**config.mk**
```make
export PLATFORM = sky130hd
export DESIGN_NAME = rx_frame_buf
export DESIGN_NICKNAME = d
export VERILOG_FILES = /design/src/rtl/rx_frame_buf.sv
export SDC_FILE = /design/constraint.sdc
export NUM_CORES = 1
export LEC_CHECK = 0
export ABC_AREA = 1
export CAP_MARGIN = 20
export CORE_UTILIZATION = 36
export DETAILED_ROUTE_END_ITERATION = 16
export DONT_BUFFER_PORTS = 1
export PLACE_DENSITY = 0.57
export SLEW_MARGIN = 20
export SYNTH_ARGS = -nofsm -noshare
export SYNTH_HDL_FRONTEND = slang
export SYNTH_SLANG_ARGS = --single-unit
```
**constraint.sdc**
```tcl
create_clock -name clk -period 2.55 [get_ports clk]
set_input_delay 0.51 -clock clk [delete_from_list [all_inputs] [get_ports clk]]
set_output_delay 0.51 -clock clk [all_outputs]
set_load 0.1 [all_outputs]
```
**src/rtl/rx_frame_buf.sv**
```systemverilog
// rx_frame_buf: samples an asynchronous SPI-style beat stream, assembles
// fixed-length frames and queues complete frames in a small FIFO.
// Optional feature macro: RX_PARITY_EN (adds a trailing XOR parity beat).
module rx_frame_buf #(
    parameter int unsigned LANE_W = 4,
    parameter int unsigned FIELDS = 5,
    parameter int unsigned DEPTH  = 2
) (
    input  logic                         clk,
    input  logic                         rst,
    input  logic                         spi_clk,
    input  logic                         spi_w,
    input  logic [LANE_W-1:0]            mosi,
    input  logic                         frame_ready,
    output logic                         frame_valid,
    output logic [FIELDS*LANE_W-1:0]     frame_data,
    output logic [$clog2(DEPTH):0]       level,
    output logic                         drop,
    output logic [7:0]                   drop_cnt,
    output logic                         parity_err
);

    localparam int unsigned FW = FIELDS * LANE_W;
    localparam int unsigned AW = $clog2(DEPTH);
    localparam int unsigned LW = AW + 1;
`ifdef RX_PARITY_EN
    localparam int unsigned NB = FIELDS + 1;
`else
    localparam int unsigned NB = FIELDS;
`endif
    localparam int unsigned CW    = $clog2(NB);
    // Holds every beat of a frame except the one captured last.
    localparam int unsigned ASM_W = (NB - 1) * LANE_W;

    logic [2:0]        sclk_sync;
    logic [1:0]        w_sync;
    logic [LANE_W-1:0] m1, m2;
    logic [CW-1:0]     beat_cnt;
    logic [ASM_W-1:0]  asm_reg;
    logic [LW-1:0]     wr_ptr, rd_ptr;
    logic [FW-1:0]     mem [DEPTH];

    logic              rise_c, capture_c, last_c, par_ok_c;
    logic              push_c, pop_c, full_c, push_ok_c, drop_c;
    logic [FW-1:0]     frame_c, head_c;
    logic [LW-1:0]     wr_nxt_c, rd_nxt_c;

    // Synchronize the asynchronous SPI inputs; third spi_clk flop for edge detect.
    always_ff @(posedge clk or posedge rst) begin
        if (rst) begin
            sclk_sync <= '0;
            w_sync    <= '0;
            m1        <= '0;
            m2        <= '0;
        end else begin
            sclk_sync <= {sclk_sync[1:0], spi_clk};
            w_sync    <= {w_sync[0], spi_w};
            m1        <= mosi;
            m2        <= m1;
        end
    end

    assign rise_c    = sclk_sync[1] & ~sclk_sync[2];
    assign capture_c = rise_c & w_sync[1];
    assign last_c    = capture_c && (beat_cnt == CW'(NB - 1));

`ifdef RX_PARITY_EN
    logic [LANE_W-1:0] par_c;

    // XOR of all data beats held in the assembly register.
    always_comb begin
        par_c = '0;
        for (int i = 0; i < int'(FIELDS); i++) begin
            par_c = par_c ^ asm_reg[i*LANE_W +: LANE_W];
        end
    end

    assign par_ok_c = (par_c == m2);
    assign frame_c  = asm_reg;

    // One-cycle pulse when the trailing parity beat disagrees.
    always_ff @(posedge clk or posedge rst) begin
        if (rst) parity_err <= 1'b0;
        else     parity_err <= last_c && !par_ok_c;
    end
`else
    assign par_ok_c   = 1'b1;
    assign frame_c    = {asm_reg, m2};
    assign parity_err = 1'b0;
`endif

    // Beat counter and shift-in assembly; spi_w low abandons a partial frame.
    always_ff @(posedge clk or posedge rst) begin
        if (rst) begin
            beat_cnt <= '0;
            asm_reg  <= '0;
        end else if (!w_sync[1]) begin
            beat_cnt <= '0;
        end else if (capture_c) begin
            beat_cnt <= last_c ? '0 : beat_cnt + CW'(1);
            asm_reg  <= ASM_W'({asm_reg, m2});
        end
    end

    // FIFO push/pop decisions and the next-head selection.
    always_comb begin
        push_c    = last_c && par_ok_c;
        pop_c     = frame_valid && frame_ready;
        full_c    = (level == LW'(DEPTH));
        push_ok_c = push_c && (!full_c || pop_c);
        drop_c    = push_c && full_c && !pop_c;
        wr_nxt_c  = wr_ptr + LW'(push_ok_c);
        rd_nxt_c  = rd_ptr + LW'(pop_c);
        // A frame written into the slot that becomes the head bypasses storage.
        if (push_ok_c && (wr_ptr[AW-1:0] == rd_nxt_c[AW-1:0])) head_c = frame_c;
        else                                                   head_c = mem[rd_nxt_c[AW-1:0]];
    end

    // Frame storage; contents need no reset because pointers gate their use.
    always_ff @(posedge clk) begin
        if (push_ok_c) mem[wr_ptr[AW-1:0]] <= frame_c;
    end

    // Pointers, registered head/occupancy and drop reporting.
    always_ff @(posedge clk or posedge rst) begin
        if (rst) begin
            wr_ptr      <= '0;
            rd_ptr      <= '0;
            level       <= '0;
            frame_valid <= 1'b0;
            frame_data  <= '0;
            drop        <= 1'b0;
            drop_cnt    <= '0;
        end else begin
            wr_ptr      <= wr_nxt_c;
            rd_ptr      <= rd_nxt_c;
            level       <= wr_nxt_c - rd_nxt_c;
            frame_valid <= (wr_nxt_c != rd_nxt_c);
            frame_data  <= head_c;
            drop        <= drop_c;
            if (drop_c && (drop_cnt != 8'hFF)) drop_cnt <= drop_cnt + 8'd1;
        end
    end

endmodule

```
==> results.md <==
* Status: finished with violations
* Failing checks: design-rule violations
* Worst slew margin at 0.4066
* Final Cycle Share at 0.8805
* Worst setup SP type: register
* Core area at 11520 µm²
* Leak at 0.002137 µW
* CP startpoint: beat_cnt[0]
* Fraction of registers with async set/reset at 0.6296
* Most numerous cell in the Yosys netlist: nand2_1
* WHS at 106.9 ps
* First-pass GRT wire length at 12210 µm
* RSZ-0062 raised after global routing: no
* Cell Pwr Density at 1119 nW/µm²
* Internal power at 3215 µW
* Warning count from the yosys run at 0
* Sum of negative setup slack at 0 ps
* Die Y-Extent at 111.0 µm
* Critical path arrival at 2490 ps
* Maximum vdd drop at 0.0004652 V
* Area contributors post-synth: dfrtp_1 (40%), edfxtp_1 (28%), nand2_1 (6.9%)
* Worst-path maximum fanout at 10
* Initial antenna violation count at 0
* Final Hold Vio Count at 0
* Post-route ant nets at 0
* Clock transition at path regs at 70 ps
* Detailed placement HPWL at 4515 µm
* DR pass1 iterations at 10
* Unique masters post-synth at 28
* Clock Path Buffers at 2
* Number of global-route vias before repair at 2360
* Total GRT Usage at 0.1312
* Clock Power Share at 0.244
* # hold bufs at CTS at 0
* CP Class: reg -> reg
* Post-synth net total at 359
* Syn Inst Count at 343
* I/O pin total at 42
* Fin Clk Skew at 10.10 ps
* Fin nets at 384
* Fillcell total at 1068
* Sequential Power Share at 0.531
* Routability cong. at 0.7783
* Worst min path class: in -> async
* Total of max-cap violations at 0
* Slew Viols, Final at 0
* Post-synthesis sequential area ratio at 0.6786
* TritonCTS Buffers at 9
* Total power at 5474 µW
* Avg Inst Size Synth at 12.47 µm²
* EDFF count, synth at 40
* Diodes inserted at 0
* Endpoints failing setup at 0
* CTS sink cnt at 108
* Worst skew pair latency at 340 ps
* I/O Buffers at 0
* Area share of the largest cell type after synthesis at 0.3978
* DRT Wirelength at 7167 µm
* Root buffer cell: clkbuf_16
* Maximum clock frequency at 445.4 MHz
* Mapped cell area at 4278 µm²
* DR DRC count at 8
* CTS tree: yes
* Sw Share at 0.4127
* Worst Max-Slew Pin Slew at 890.7 ps
* Crit end category: register
* Period minus WS final at 2245 ps
* Initial Util at 0.3715
* Setup bufs post-CTS at 0
* Full die area at 12320 µm²
* # rows at 39
* Vias after detailed routing at 2326
* Floorplan die width at 111.0 µm
* Via density at 4.508
* Layout area overhead at 14.36%
* Comb power frac at 0.224
* Number of synthesized register bits at 108
* Critical R2R Launch: beat_cnt[0]
* Largest register FFs at 40
* CTS H-Tree Depth at 3
* Synth Flop Type: dfrtp_1
* DR WL/cell at 13.89 µm
* Switching power at 2259 µW
* Layout cell share with drive strength beyond 1 at 0.2493
* Largest net degree at the start of global routing at 36
* Initial DRC Count at 154
* Top cells by count, synth: nand2_1 (79), dfrtp_1 (68), edfxtp_1 (40)
* CP required at 2790 ps
* Global route overflow at 0
* Area leader, netlist: dfrtp_1
==> worst max-delay path, cell delays in order (launching register included) <==
cell and delay (ps):
dfrtp_1 390, inv_1 100, ha_1 160, nand2_2 110, nor2_4 190, inv_1 80
nor2_2 270, ha_4 290, xor2_1 250, inv_1 60, nand2_1 100, nand2_1 60
nand2_1 60, nand2_1 40
==> kinds of logic (layout without fill, tap and decap cells) <==
| family | count (synthesis) | in the layout | synth area share |
|---|---|---|---|
| xor gates and xnor gates | 6 | 6 | 0.01404 |
| buffers and inverters | 48 | 78 | 0.04884 |
| other | 1 | 1 | 0.0008766 |
| adders and majority gates | 7 | 7 | 0.02047 |
| muxes | 20 | 20 | 0.05265 |
| AOI/OAI and AO/OA | 36 | 36 | 0.05674 |
| and+or+nand+nor | 117 | 117 | 0.1278 |
| DFF | 108 | 108 | 0.6786 |
==> metrics by stage <==
stage	setup slack, ps	util	instances	area (µm²)
2_1_floorplan	155.7	-	343	4283
3_3_place_gp	239.5	0.3992	500	4597
3_5_place_dp	151.0	0.3992	500	4597
4_1_cts	144.9	0.4239	516	4882
5_1_grt	46.11	0.4248	516	4892
6_report	304.8	0.4248	516	4892
==> metal layers <==
metal | up-vias | routed length [µm] | global-route usage
met2 | 34 | 3417 | 0.2067
met1 | 1108 | 3355 | 0.1656
met5 | - | 0 | 0
li1 | 1177 | - | -
met3 | 7 | 289 | 0.04155
met4 | 0 | 105 | 0.05946
==> power by group through the flow <==
stage | combinational (µW) | sequential [µW] | clock, µW
after floorplan | 671 | 3260 | 0
after global placement | 1230 | 2950 | 0
after detailed placement | 1250 | 2940 | 0
after CTS | 1250 | 2910 | 1380
after global routing | 1340 | 2940 | 1450
final | 1230 | 2910 | 1340
==> placed cells by master, fill, tap and decap left out, types with 3 or more instances in the layout <==
| cell type | netlist | final |
|---|---|---|
| nand2_1 | 79 | 79 |
| clkbuf_16 | 0 | 9 |
| xor2_1 | 3 | 3 |
| nand4_1 | 4 | 4 |
| o21ai_2 | 16 | 16 |
| nor2_2 | 3 | 3 |
| mux2_2 | 20 | 20 |
| inv_2 | 2 | 3 |
| nand3_1 | 11 | 11 |
| buf_4 | 1 | 21 |
| inv_1 | 37 | 36 |
| nand2_2 | 6 | 6 |
| o21ai_0 | 18 | 18 |
| ha_1 | 7 | 6 |
| edfxtp_1 | 40 | 40 |
| nor2_1 | 7 | 7 |
| dfrtp_1 | 68 | 66 |
==> cell type report <==
class | instances | area (µm²) | share of cell area
multi-input combinational | 187 | 1179 | 0.2409
clock buffer | 11 | 232.7 | 0.04757
clock inverter | 5 | 52.55 | 0.01074
inverter | 39 | 146.4 | 0.02992
sequential | 108 | 2905 | 0.5939
tap | 143 | 178.9 | 0.03657
timing repair buffer | 23 | 197.7 | 0.04041
==> final timing paths <==
kind / endpoint / slack (ps) / depth (start not counted)
max: level[1] / 300 / 13
min: asm_reg[14] / 110 / 1
max reg2reg: level[1] / 300 / 13
min reg2reg: m2[0] / 350 / 0
max in group asynchronous: frame_data[1] / 1700 / 3
min in group clk: sclk_sync[0] / 200 / 0
==> what timing repair did <==
| item | in CTS | in global routing |
|---|---|---|
| hold endpoints to repair | 0 | 0 |
| gates resized for setup | 0 | 1 |
| endpoints found under the setup margin | 0 | 2 |
No activity file was read; power rests on OpenSTA's default activity.
